`src/rtl/llc_lookup_way_pipe_pkg.sv`:
```
// llc_lookup_way_pipe_pkg: shared cache line state encodings used by the lookup pipeline
package llc_lookup_way_pipe_pkg;
   typedef enum logic [1:0] {
      INVALID = 2'd0,
      VALID   = 2'd1,
      SC      = 2'd2,
      SD      = 2'd3
   } llc_state_t;
   localparam int STATE_BITS = $bits(llc_state_t);
endpackage

```
`src/rtl/llc_lookup_way_pipe_pri_enc.sv`:
```
// pri_enc: lowest-index priority encoder with a found flag
module pri_enc #(
   parameter int N = 16,
   parameter int W = $clog2(N)
) (
   input  logic [N-1:0] req,
   output logic         found,
   output logic [W-1:0] idx
);
   always_comb begin
      found = |req;
      idx = '0;
      for (int i = N - 1; i >= 0; i--) if (req[i]) idx = W'(i);
   end
endmodule

```
`src/rtl/llc_lookup_way_pipe.sv`:
```
// llc_lookup_way_pipe: one-deep registered LLC way lookup with hit/fill/evict selection,
// selectable rotate base and saturating hit/evict statistics.
module llc_lookup_way_pipe
   import llc_lookup_way_pipe_pkg::*;
#(
   parameter int WAYS      = 16,
   parameter int WAY_BITS  = $clog2(WAYS),
   parameter int TAG_BITS  = 15,
   parameter int CNT_BITS  = 16,
   parameter int REPL_MODE = 0
) (
   input  logic                       clk,
   input  logic                       rst,
   input  logic                       in_valid,
   output logic                       in_ready,
   input  logic [TAG_BITS-1:0]        in_tag,
   input  logic [WAYS*TAG_BITS-1:0]   in_tags,
   input  logic [WAYS*STATE_BITS-1:0] in_states,
   input  logic [WAY_BITS-1:0]        in_evict_way,
   output logic                       out_valid,
   input  logic                       out_ready,
   output logic [WAY_BITS-1:0]        out_way,
   output logic                       out_evict,
   output logic                       out_hit,
   input  logic                       cnt_clr,
   output logic [CNT_BITS-1:0]        hit_cnt,
   output logic [CNT_BITS-1:0]        evict_cnt
);
   logic [WAY_BITS-1:0] rr_ptr, base, hit_idx, inv_idx, val_off, nsd_off, way;
   logic [WAYS-1:0] hit_vec, inv_vec, val_rot, nsd_rot;
   logic hit_any, inv_any, val_any, nsd_any, evict, accept;

   assign base = (REPL_MODE == 1) ? rr_ptr : in_evict_way;
   assign in_ready = !out_valid || out_ready;
   assign accept = in_valid && in_ready;

   // The eviction searches run on a view rotated so that bit 0 is the base way.
   for (genvar i = 0; i < WAYS; i++) begin : g_way
      logic [WAY_BITS-1:0] r;
      llc_state_t s, sr;
      assign r = base + WAY_BITS'(i);
      assign s = llc_state_t'(in_states[i*STATE_BITS +: STATE_BITS]);
      assign sr = llc_state_t'(in_states[r*STATE_BITS +: STATE_BITS]);
      assign hit_vec[i] = (in_tags[i*TAG_BITS +: TAG_BITS] == in_tag) && (s != INVALID);
      assign inv_vec[i] = (s == INVALID);
      assign val_rot[i] = (sr == VALID);
      assign nsd_rot[i] = (sr != SD);
   end

   pri_enc #(.N(WAYS), .W(WAY_BITS)) u_hit (.req(hit_vec), .found(hit_any), .idx(hit_idx));
   pri_enc #(.N(WAYS), .W(WAY_BITS)) u_inv (.req(inv_vec), .found(inv_any), .idx(inv_idx));
   pri_enc #(.N(WAYS), .W(WAY_BITS)) u_val (.req(val_rot), .found(val_any), .idx(val_off));
   pri_enc #(.N(WAYS), .W(WAY_BITS)) u_nsd (.req(nsd_rot), .found(nsd_any), .idx(nsd_off));

   assign evict = !hit_any && !inv_any;
   assign way = hit_any ? hit_idx :
                inv_any ? inv_idx :
                val_any ? base + val_off :
                nsd_any ? base + nsd_off : base;

   always_ff @(posedge clk or posedge rst) begin
      if (rst) begin
         out_valid <= 1'b0;
         out_way <= '0;
         out_evict <= 1'b0;
         out_hit <= 1'b0;
         rr_ptr <= '0;
         hit_cnt <= '0;
         evict_cnt <= '0;
      end else begin
         if (accept) begin
            out_valid <= 1'b1;
            out_way <= way;
            out_evict <= evict;
            out_hit <= hit_any;
         end else if (out_ready) begin
            out_valid <= 1'b0;
         end
         if (REPL_MODE == 1 && accept && evict) rr_ptr <= way + WAY_BITS'(1);
         if (cnt_clr) begin
            hit_cnt <= '0;
            evict_cnt <= '0;
         end else begin
            if (accept && hit_any && !(&hit_cnt)) hit_cnt <= hit_cnt + CNT_BITS'(1);
            if (accept && evict && !(&evict_cnt)) evict_cnt <= evict_cnt + CNT_BITS'(1);
         end
      end
   end
endmodule

```
`config.mk`:
```
export PLATFORM = sky130hd
export DESIGN_NAME = llc_lookup_way_pipe
export DESIGN_NICKNAME = d
export VERILOG_FILES = /design/src/rtl/llc_lookup_way_pipe_pkg.sv /design/src/rtl/llc_lookup_way_pipe_pri_enc.sv /design/src/rtl/llc_lookup_way_pipe.sv
export SDC_FILE = /design/constraint.sdc
export NUM_CORES = 1
export LEC_CHECK = 0
export CORE_MARGIN = 4
export CORE_UTILIZATION = 50
export DETAILED_ROUTE_END_ITERATION = 8
export PLACE_DENSITY = 0.9
export SLEW_MARGIN = 5
export SYNTH_ARGS = -nofsm -noshare
export SYNTH_HDL_FRONTEND = slang
export SYNTH_SLANG_ARGS = --single-unit
export TNS_END_PERCENT = 30
```
`constraint.sdc`:
```
create_clock -name clk -period 4.65 [get_ports clk]
set_clock_uncertainty 0.1 [all_clocks]
set_input_delay 0.465 -clock clk [delete_from_list [all_inputs] [get_ports clk]]
set_output_delay 0.465 -clock clk [all_outputs]
set_load 0.05 [all_outputs]
```
# After elaboration in Yosys (flattened, before gate mapping)
# Cells that the tools add are included.
totals:
  reg_bits: 39
  in_bits: 296
  output_inout_bits: 40
  elab_cells: 232
classes:
  add_sub_neg: 19
  n_eq_ne: 48
  shifts: 16
  n_mux: 74
  reduce_logical: 69
op_table:
  columns: ["operator", "n"]
  rows:
  - ["variable part select 32 x 6 -> 2 bit", 16]
  - ["2-to-1 mux 4 bit", 68]
  - ["equality test 15 bit", 16]
  - ["2-to-1 mux 16 bit", 4]
  - ["OR reduction 16 bit", 4]
  - ["nonzero test 2 bit", 19]
  - ["adder 16 x 1 -> 16 bit (second input constant)", 2]
  - ["adder 4 bit (second input constant)", 8]
  - ["equality test 2 x 1 -> 1 bit (second input constant)", 16]
  - ["zero test 2 bit", 16]
  - ["inequality test 2 bit (second input constant)", 16]
  - ["AND reduction 16 bit", 2]
  - ["logical AND 1 bit", 22]
  - ["adder 4 x 3 -> 4 bit (second input constant)", 4]
  - ["adder 4 x 2 -> 4 bit (second input constant)", 2]
  - ["adder 4 bit", 2]
  - ["zero test 1 bit", 5]
  - ["adder 4 x 1 -> 4 bit (second input constant)", 1]
  - ["2-to-1 mux 1 bit", 2]
  - ["logical OR 1 bit", 1]

# Depth between registers and ports, before layout
# Gate-level depths: netlist of run 1.
depth:
  word_depth: 24
  depth_mapped: 24
  ltp_nobuf: 19

# Hierarchy
# From an unflattened synthesis of run 1, not the netlist that was laid out.
hier_totals:
  cells_unflattened: 935
  hier_area_um2: 7840.0
modules_own_cells:
  columns: ["module", "instances", "cells_per_inst", "area_each_um2", "seq_area_each_um2"]
  rows:
  - ["llc_lookup_way_pipe", 1, 799, 7134.3, 975.9]
  - ["pri_enc", 4, 34, 176.4, 0.0]

# Worst setup path after synthesis of run 1
# Ideal clock, no wire load.
synth_timing:
  path_type: "in2reg"
  start: "input in_evict_way[0]"
  end: "register out_way[3]"
  setup_time_ps: 122
  t_arrival_ps: 4801
  required_ps: 4428
  path_slack_ps: -373
  path_stages: 22
  path_buffers: 4
  cell_sequence: "buf_2 > buf_2 > inv_1 > ha_1 > buf_2 > buf_2 > mux4_2 > mux2i_1 > mux2i_1 > o21ai_0 > o21bai_1 > a21boi_0 > o21ai_1 > inv_1 > ha_1 > a21o_1 > a21oi_1 > xnor2_1 > nor4b_1 > nor4_1 > o31a_1 > o21ai_1"
synth_between:
  elab_chain_cells: 24
  word_cells_on_any_way: 103
  classes_between: "add/sub (17); eq/ne (32); shift (16); mux (36); reduce/logical (2)"
synth_rtl:
  columns: ["item", "line", "source"]
  rows:
  - ["start: declaration", "llc_lookup_way_pipe.sv:19", "input logic [WAY_BITS-1:0] in_evict_way,"]
  - ["adder 4 bit", "llc_lookup_way_pipe.sv:41", "assign r = base + WAY_BITS'(i);"]
  - ["variable part select 32 x 6 -> 2 bit", "llc_lookup_way_pipe.sv:43", "assign sr = llc_state_t'(in_states[r*STATE_BITS +: STATE_BITS]);"]
  - ["inequality test 2 bit", "llc_lookup_way_pipe.sv:47", "assign nsd_rot[i] = (sr != SD);"]
  - ["2-to-1 mux 4 bit (16 in a row)", "llc_lookup_way_pipe_pri_enc.sv:13", "for (int i = N - 1; i >= 0; i--) if (req[i]) idx = W'(i);"]
  - ["adder 4 bit", "llc_lookup_way_pipe.sv:59", "nsd_any ? base + nsd_off : base;"]
  - ["2-to-1 mux 4 bit", "llc_lookup_way_pipe.sv:59", null]
  - ["2-to-1 mux 4 bit *", "llc_lookup_way_pipe.sv:58", "val_any ? base + val_off :"]
  - ["2-to-1 mux 4 bit *", "llc_lookup_way_pipe.sv:57", "inv_any ? inv_idx :"]
  - ["2-to-1 mux 4 bit *", "llc_lookup_way_pipe.sv:56", "assign way = hit_any ? hit_idx :"]
  - ["end signal: assignment", "llc_lookup_way_pipe.sv:73", "out_way <= way;"]
  - ["end: declaration", "llc_lookup_way_pipe.sv:22", "output logic [WAY_BITS-1:0] out_way,"]
# Mark *: on every way between the ends. The rest lies on a longest branch, timed or not.
# A chain may end at the register's enable or synchronous reset.

# Worst setup path in the final report of run 1
layout_timing:
  start: "input in_states[14]"
  end: "register out_way[3]"
layout_between:
  elab_chain_cells: 23
  word_cells_on_any_way: 109
  classes_between: "add/sub (2); eq/ne (32); shift (16); mux (52); reduce/logical (7)"
layout_rtl:
  columns: ["item", "line", "source"]
  rows:
  - ["start: declaration", "llc_lookup_way_pipe.sv:18", "input logic [WAYS*STATE_BITS-1:0] in_states,"]
  - ["variable part select 32 x 6 -> 2 bit", "llc_lookup_way_pipe.sv:43", null]
  - ["inequality test 2 bit", "llc_lookup_way_pipe.sv:47", null]
  - ["2-to-1 mux 4 bit (16 in a row)", "llc_lookup_way_pipe_pri_enc.sv:13", null]
  - ["adder 4 bit", "llc_lookup_way_pipe.sv:59", null]
  - ["2-to-1 mux 4 bit", "llc_lookup_way_pipe.sv:59", null]
  - ["2-to-1 mux 4 bit", "llc_lookup_way_pipe.sv:58", null]
  - ["2-to-1 mux 4 bit", "llc_lookup_way_pipe.sv:57", null]
  - ["2-to-1 mux 4 bit *", "llc_lookup_way_pipe.sv:56", null]
# Marked as above.

==> flow_summary_export.csv, run 1 <==
group,metric,value,unit
outcome,status,"completed",
drt,dr.pass1.iters,5,
timing,finalHoldViolCount,0,
drt,drtIter0Drc,1008,
layout,multi_input_area,7360,um^2
timing,fin_ws,0.132,ns
floorplan,die_y,140,um
power_and_ir_drop,p_leak,0.00501,uW
place,port_buffers,335,
clocking,cts_buffers,5,
place,place_congestion,1.02,
worst_setup_path,reg2reg_setup_slack,1.82,ns
clocking,cts-hold-fix-buffers,0,
worst_setup_path,start_kind,"input port",
drt,vias,10605,
timing,final.setup.tns,0,ns
synthesis,synth-seq-area-share,0.112,
power_and_ir_drop,total_power,2250,uW
drt,drt-wirelength-per-cell,24.3,um
layout,final_layout_size_suffix_gt1_frac,0.161,
worst_setup_path,cp.required,4.72,ns
timing,setup_viol,0,
clocking,cts_tree,"built",
timing,fmax,221,MHz
place,dp.cells,1613,
layout,layout_common_cells,"328 x clkdlybuf4s50_1, 156 x xor2_1, 120 x xnor2_1",
worst_setup_path,path_class,"input port to flop",
floorplan,coreArea,17200,um^2
synthesis,yosys_most_used_dff,"dfrtp_1",
layout,seq_area,976,um^2
grt,grt_overflow,0,
clocking,clk_path_buf_depth,2,
grt,grt_pass1_wl,59400,um
worst_setup_path,cp_cell_sequence,"clkdlybuf4s50_1 -> buf_4 -> mux4_2 -> mux4_2 -> nor2b_1 -> a21oi_2 -> nor2_1 -> o21bai_1 -> a21boi_0 -> o21ai_1 -> inv_1 -> ha_1 -> a21o_1 -> a21oi_1 -> xnor2_1 -> nor4b_1 -> nor4_1 -> o31a_1 -> o21ai_1",
floorplan,start_util,0.508,
layout,area_growth,51.2,%
layout,fin_util,0.768,
power_and_ir_drop,vdd.ir_drop.worst,222,uV
layout,n_fill_cell,1181,
job,drv_cap,0,
clocking,cts-root-buf,"clkbuf_16",
synthesis,syn_avg_cell_area,8.84,um^2
synthesis,post_synth_num_cell_types,67,
timing,period_needed,4.52,ns
drt,vias_per_cell,6.52,
drt,wirelength,39500,um
timing,final.period_utilization,0.972,
grt,grt_usage,0.381,
power_and_ir_drop,power.density,171,nW/um^2
synthesis,ys_ff_latch,39,
worst_setup_path,cpMaxStageDelayCell,"clkdlybuf4s50_1",
floorplan,row_count,48,
synthesis,syn_area,8730,um^2
place,dpl.hpwl,32900,um
place,pre_cts_slack,-0.390,ns
floorplan,io_pins,336,
worst_setup_path,crit_fanout,5,
drt,drc,0,
timing,slew_violations,0,
floorplan,dieArea,19600,um^2
synthesis,async_reset_ff_frac,1.00,
synthesis,yosys_warnings,0,
clocking,htree_levels,2,
drt,ant_nets,0,
timing,worst_slew_pin_slew,1.21,ns
clocking,cts.sinks,39,
synthesis,synth_nets,1300,
worst_setup_path,end_kind,"flop",
timing,slew-limit-headroom,0.188,
grt,grt_max_degree,40,
synthesis,synthCells,987,
floorplan,die-width,140,um
layout,final_net_count,1713,
min_path,worst_hold_path_type,"flop to flop",
worst_setup_path,max_stage_delay,0.53,ns
clocking,clk_latency,0.28,ns
worst_setup_path,cp.arrival,4.59,ns
clocking,cts.clk_slew.worst_paths,0.06,ns
layout,final_common_cell,"clkdlybuf4s50_1",
synthesis,synth_edf_count,0,
grt,antenna_found_initial,1,
grt,grt_pass1_vias,11002,
layout,stdcell_count,1627,
[stage by stage]
stage	instance area (um^2)	hold slack (ns)
after floorplan	8770	0.428
after global placement	12900	0.362
after detailed placement	12900	0.366
after CTS	13100	0.380
after global routing	13200	0.417
final	13200	0.376
[path summary, 6_finish.rpt]
path,start,endpoint,cells after the start
hold reg to reg,out_hit$_DFFE_PP0P_,out_hit$_DFFE_PP0P_,2
min in group asynchronous,rst,hit_cnt[0]$_DFFE_PP0P_,3
setup reg to reg,out_valid$_DFFE_PP0P_,evict_cnt[13]$_DFFE_PP0P_,7
setup / recovery,in_states[14],out_way[3]$_DFFE_PP0P_,19
max in group asynchronous,rst,out_way[1]$_DFFE_PP0P_,3
hold / removal,out_hit$_DFFE_PP0P_,out_hit$_DFFE_PP0P_,2
[cell usage after synthesis, drive strengths merged, types with 12 or more instances]
cell | instances | share of area
a21oi | 24 | 0.014
buf | 46 | 0.041
dfrtp | 39 | 0.11
ha | 15 | 0.022
inv | 23 | 0.0099
mux2i | 32 | 0.037
mux4 | 60 | 0.16
nand2 | 38 | 0.017
nand2b | 12 | 0.0086
nand3 | 29 | 0.017
nand4 | 66 | 0.047
nor2 | 64 | 0.028
nor3 | 14 | 0.0080
nor4 | 101 | 0.074
o2111ai | 12 | 0.012
o21ai | 16 | 0.0092
xnor2 | 124 | 0.13
xor2 | 157 | 0.16
[timing repair]
action / CTS / global route
pin swaps: 3 / 1
resized for setup: 7 / 20
buffers inserted: 3 / 2
endpoints found under the setup margin: 2 / 1
[sequential cells by signal, indices dropped and copies added (netlist names)]
signal / count
evict_cnt: 16
hit_cnt: 16
out_way: 4
out_evict: 1
out_hit: 1
out_valid: 1
[cell type report]
type / count / share of cell area
flip-flops and latches: 39 / 0.0740
multi-input cells: 873 / 0.558
repair buffers: 458 / 0.329
well taps: 225 / 0.0213
inverters: 23 / 0.00683
diodes: 1 / 0.000190
clock buffers: 5 / 0.00948
clock inverters: 3 / 0.00114
[per-layer routing]
| metal | vias up | wire length [um] | GRT usage |
|---|---|---|---|
| li1 | 4566 | - | - |
| met1 | 4898 | 13100 | 0.435 |
| met2 | 884 | 19200 | 0.670 |
| met3 | 257 | 4350 | 0.0659 |
| met4 | 0 | 2820 | 0.220 |
| met5 | - | 0 | 0 |
[cell families after synthesis]
group | count (synthesis) | share of synthesized area
XOR/XNOR | 281 | 0.285
multiplexers | 98 | 0.201
adder cells (fa/ha/maj) | 17 | 0.0261
flip-flops | 39 | 0.112
AO/OA/AOI/OAI | 95 | 0.0751
buffers and inverters | 75 | 0.0538
AND/OR/NAND/NOR | 382 | 0.247
[power by group]
group	leakage, uW	total, uW	switching [uW]	internal (uW)
combinational	0.00440	1570	771	799
sequential	0.000536	350	4.14	346
clock	0.0000734	332	136	196
[critical path, delay by kind of cell]
family,cells,cell delay [ns]
AO/OA/AOI/OAI,8,1.25
adder cells (fa/ha/maj),1,0.29
buffers and inverters,3,0.82
AND/OR/NAND/NOR,4,0.60
multiplexers,2,1.00
XOR/XNOR,1,0.16
Power figures use the tool's default switching activity.
==> inputs of run 2 (changes only) <==
Settings changed: CORE_ASPECT_RATIO set to 0.9, CORE_MARGIN 4 to not set.
==> run 2 against run 1 <==
Die area fell by 8.4%. Highest routed layer unchanged. Critical path type unchanged. Clock power increased by 34%. Sequential share of layout area is 0.17 points lower. Utilization rose by 2.9 points. Power rose by 6.6%. Count of clock-buffer cells in the layout stayed put. Register-to-register slack lost 0.14 ns.
==> flow_summary_export.csv, run 2 (synthesis results as in run 1) <==
group,metric,value,unit
outcome,status,"completed",
floorplan,dieArea,18000,um^2
worst_setup_path,crit_fanout,5,
grt,grt_usage,0.429,
power_and_ir_drop,vdd.ir_drop.worst,148,uV
drt,drt-wirelength-per-cell,23.9,um
layout,area_growth,54.7,%
floorplan,coreArea,16900,um^2
clocking,cts-root-buf,"clkbuf_16",
layout,final_net_count,1741,
power_and_ir_drop,power.density,178,nW/um^2
power_and_ir_drop,p_leak,0.00527,uW
grt,grt_pass1_vias,10870,
drt,drc,0,
timing,worst_slew_pin_slew,1.16,ns
place,place_congestion,1.03,
layout,n_fill_cell,1088,
worst_setup_path,start_kind,"input port",
clocking,clk_latency,0.28,ns
worst_setup_path,cp.required,4.76,ns
worst_setup_path,cp.arrival,4.68,ns
layout,final_common_cell,"clkdlybuf4s50_1",
clocking,cts.sinks,39,
floorplan,start_util,0.515,
worst_setup_path,end_kind,"flop",
grt,grt_max_degree,40,
place,port_buffers,335,
job,drv_cap,0,
drt,ant_nets,0,
min_path,worst_hold_path_type,"flop to flop",
floorplan,die-width,141,um
drt,dr.pass1.iters,5,
place,dpl.hpwl,32000,um
clocking,htree_levels,2,
timing,period_needed,4.57,ns
drt,vias_per_cell,6.53,
timing,slew-limit-headroom,0.222,
timing,final.setup.tns,0,ns
timing,final.period_utilization,0.983,
layout,layout_common_cells,"317 x clkdlybuf4s50_1, 156 x xor2_1, 143 x buf_4",
timing,fmax,219,MHz
grt,grt_overflow,0,
layout,largestRegisters,"evict_cnt x16, hit_cnt x16, out_way x4",
drt,drtIter0Drc,1095,
timing,whs,0.377,ns
worst_setup_path,path_class,"input port to flop",
drt,wirelength,39700,um
grt,antenna_found_initial,0,
clocking,cts.clk_slew.worst_paths,0.06,ns
layout,seq_area,976,um^2
power_and_ir_drop,total_power,2400,uW
drt,vias,10876,
floorplan,row_count,45,
clocking,cts_tree,"built",
layout,multi_input_area,7340,um^2
timing,finalHoldViolCount,0,
clocking,cts_buffers,5,
floorplan,die_y,127,um
timing,setup_viol,0,
layout,final_layout_size_suffix_gt1_frac,0.176,
floorplan,io_pins,336,
grt,grt_pass1_wl,59300,um
clocking,cts-hold-fix-buffers,0,
timing,slew_violations,0,
clocking,clk_path_buf_depth,2,
[run 2: cell types whose count changed in the layout (fill, tap and decap cells not counted), sizes merged]
cell,previous run,this run
clkinvlp,1,2
bufinv,0,2
buf,124,152
dlymetal6s2s,5,16
clkdlybuf4s50,328,317
clkinv,3,0
[run 2: layout make-up]
class | count | area share
multi-input cells | 873 | 0.543
repair buffers | 486 | 0.341
flip-flops and latches | 39 | 0.0723
well taps | 235 | 0.0218
clock buffers | 5 | 0.00927
inverters | 23 | 0.00667
clock inverters | 3 | 0.00500
diodes | 1 | 0.000185
[run 2: stage by stage]
stage	util	setup WS (ns)	cell area, um^2	std cells
detailed placement	0.778	-0.403	13200	1650
finish	0.797	0.0773	13500	1665
global placement	0.778	-0.252	13200	1650
global route	0.796	-0.0125	13500	1664
floorplan	-	-0.0975	8770	987
CTS	0.790	0.0660	13400	1660
[run 2: report_power, final]
group | internal (uW) | switching (uW) | leakage, uW
logic | 822 | 784 | 0.00465
registers | 346 | 4.17 | 0.000536
clock network | 307 | 137 | 0.0000900
total | 1480 | 925 | 0.00527
[run 2: layer usage]
layer / vias to the layer above / track usage / share of wire
li1: 4627 / - / -
met1: 5088 / 0.495 / 0.35
met2: 912 / 0.735 / 0.47
met3: 249 / 0.0990 / 0.12
met4: 0 / 0.240 / 0.063
met5: - / 0 / 0
[run 2: critical path: stages]
cell	delay [ns]
clkdlybuf4s50_1	0.56
buf_4	0.23
mux4_2	0.50
and2_1	0.18
mux4_2	0.50
nand3_1	0.11
nor2_1	0.05
o311a_1	0.31
o311a_1	0.31
ha_1	0.28
a21o_1	0.19
a21oi_2	0.17
o41ai_1	0.11
mux2i_1	0.20
xnor2_1	0.12
o31a_1	0.26
o21ai_1	0.12
[run 2: final timing paths]
path,endpoint,cells past startpoint,from,slack (ns)
worst min register to register,out_hit$_DFFE_PP0P_,2,out_hit$_DFFE_PP0P_,0.38
max in group asynchronous,evict_cnt[3]$_DFFE_PP0P_,3,rst,3.61
worst min-delay path,out_hit$_DFFE_PP0P_,2,out_hit$_DFFE_PP0P_,0.38
worst max register to register,evict_cnt[5]$_DFFE_PP0P_,8,evict_cnt[3]$_DFFE_PP0P_,1.68
worst max-delay path,out_way[3]$_DFFE_PP0P_,17,in_states[27],0.08
min in group asynchronous,hit_cnt[8]$_DFFE_PP0P_,3,rst,0.49
[run 2: repair_timing]
item                       in CTS  in global routing
setup buffers                   2                  4
pin swaps                       1                  2
resized for setup               2                 29
setup endpoints to repair       2                  2
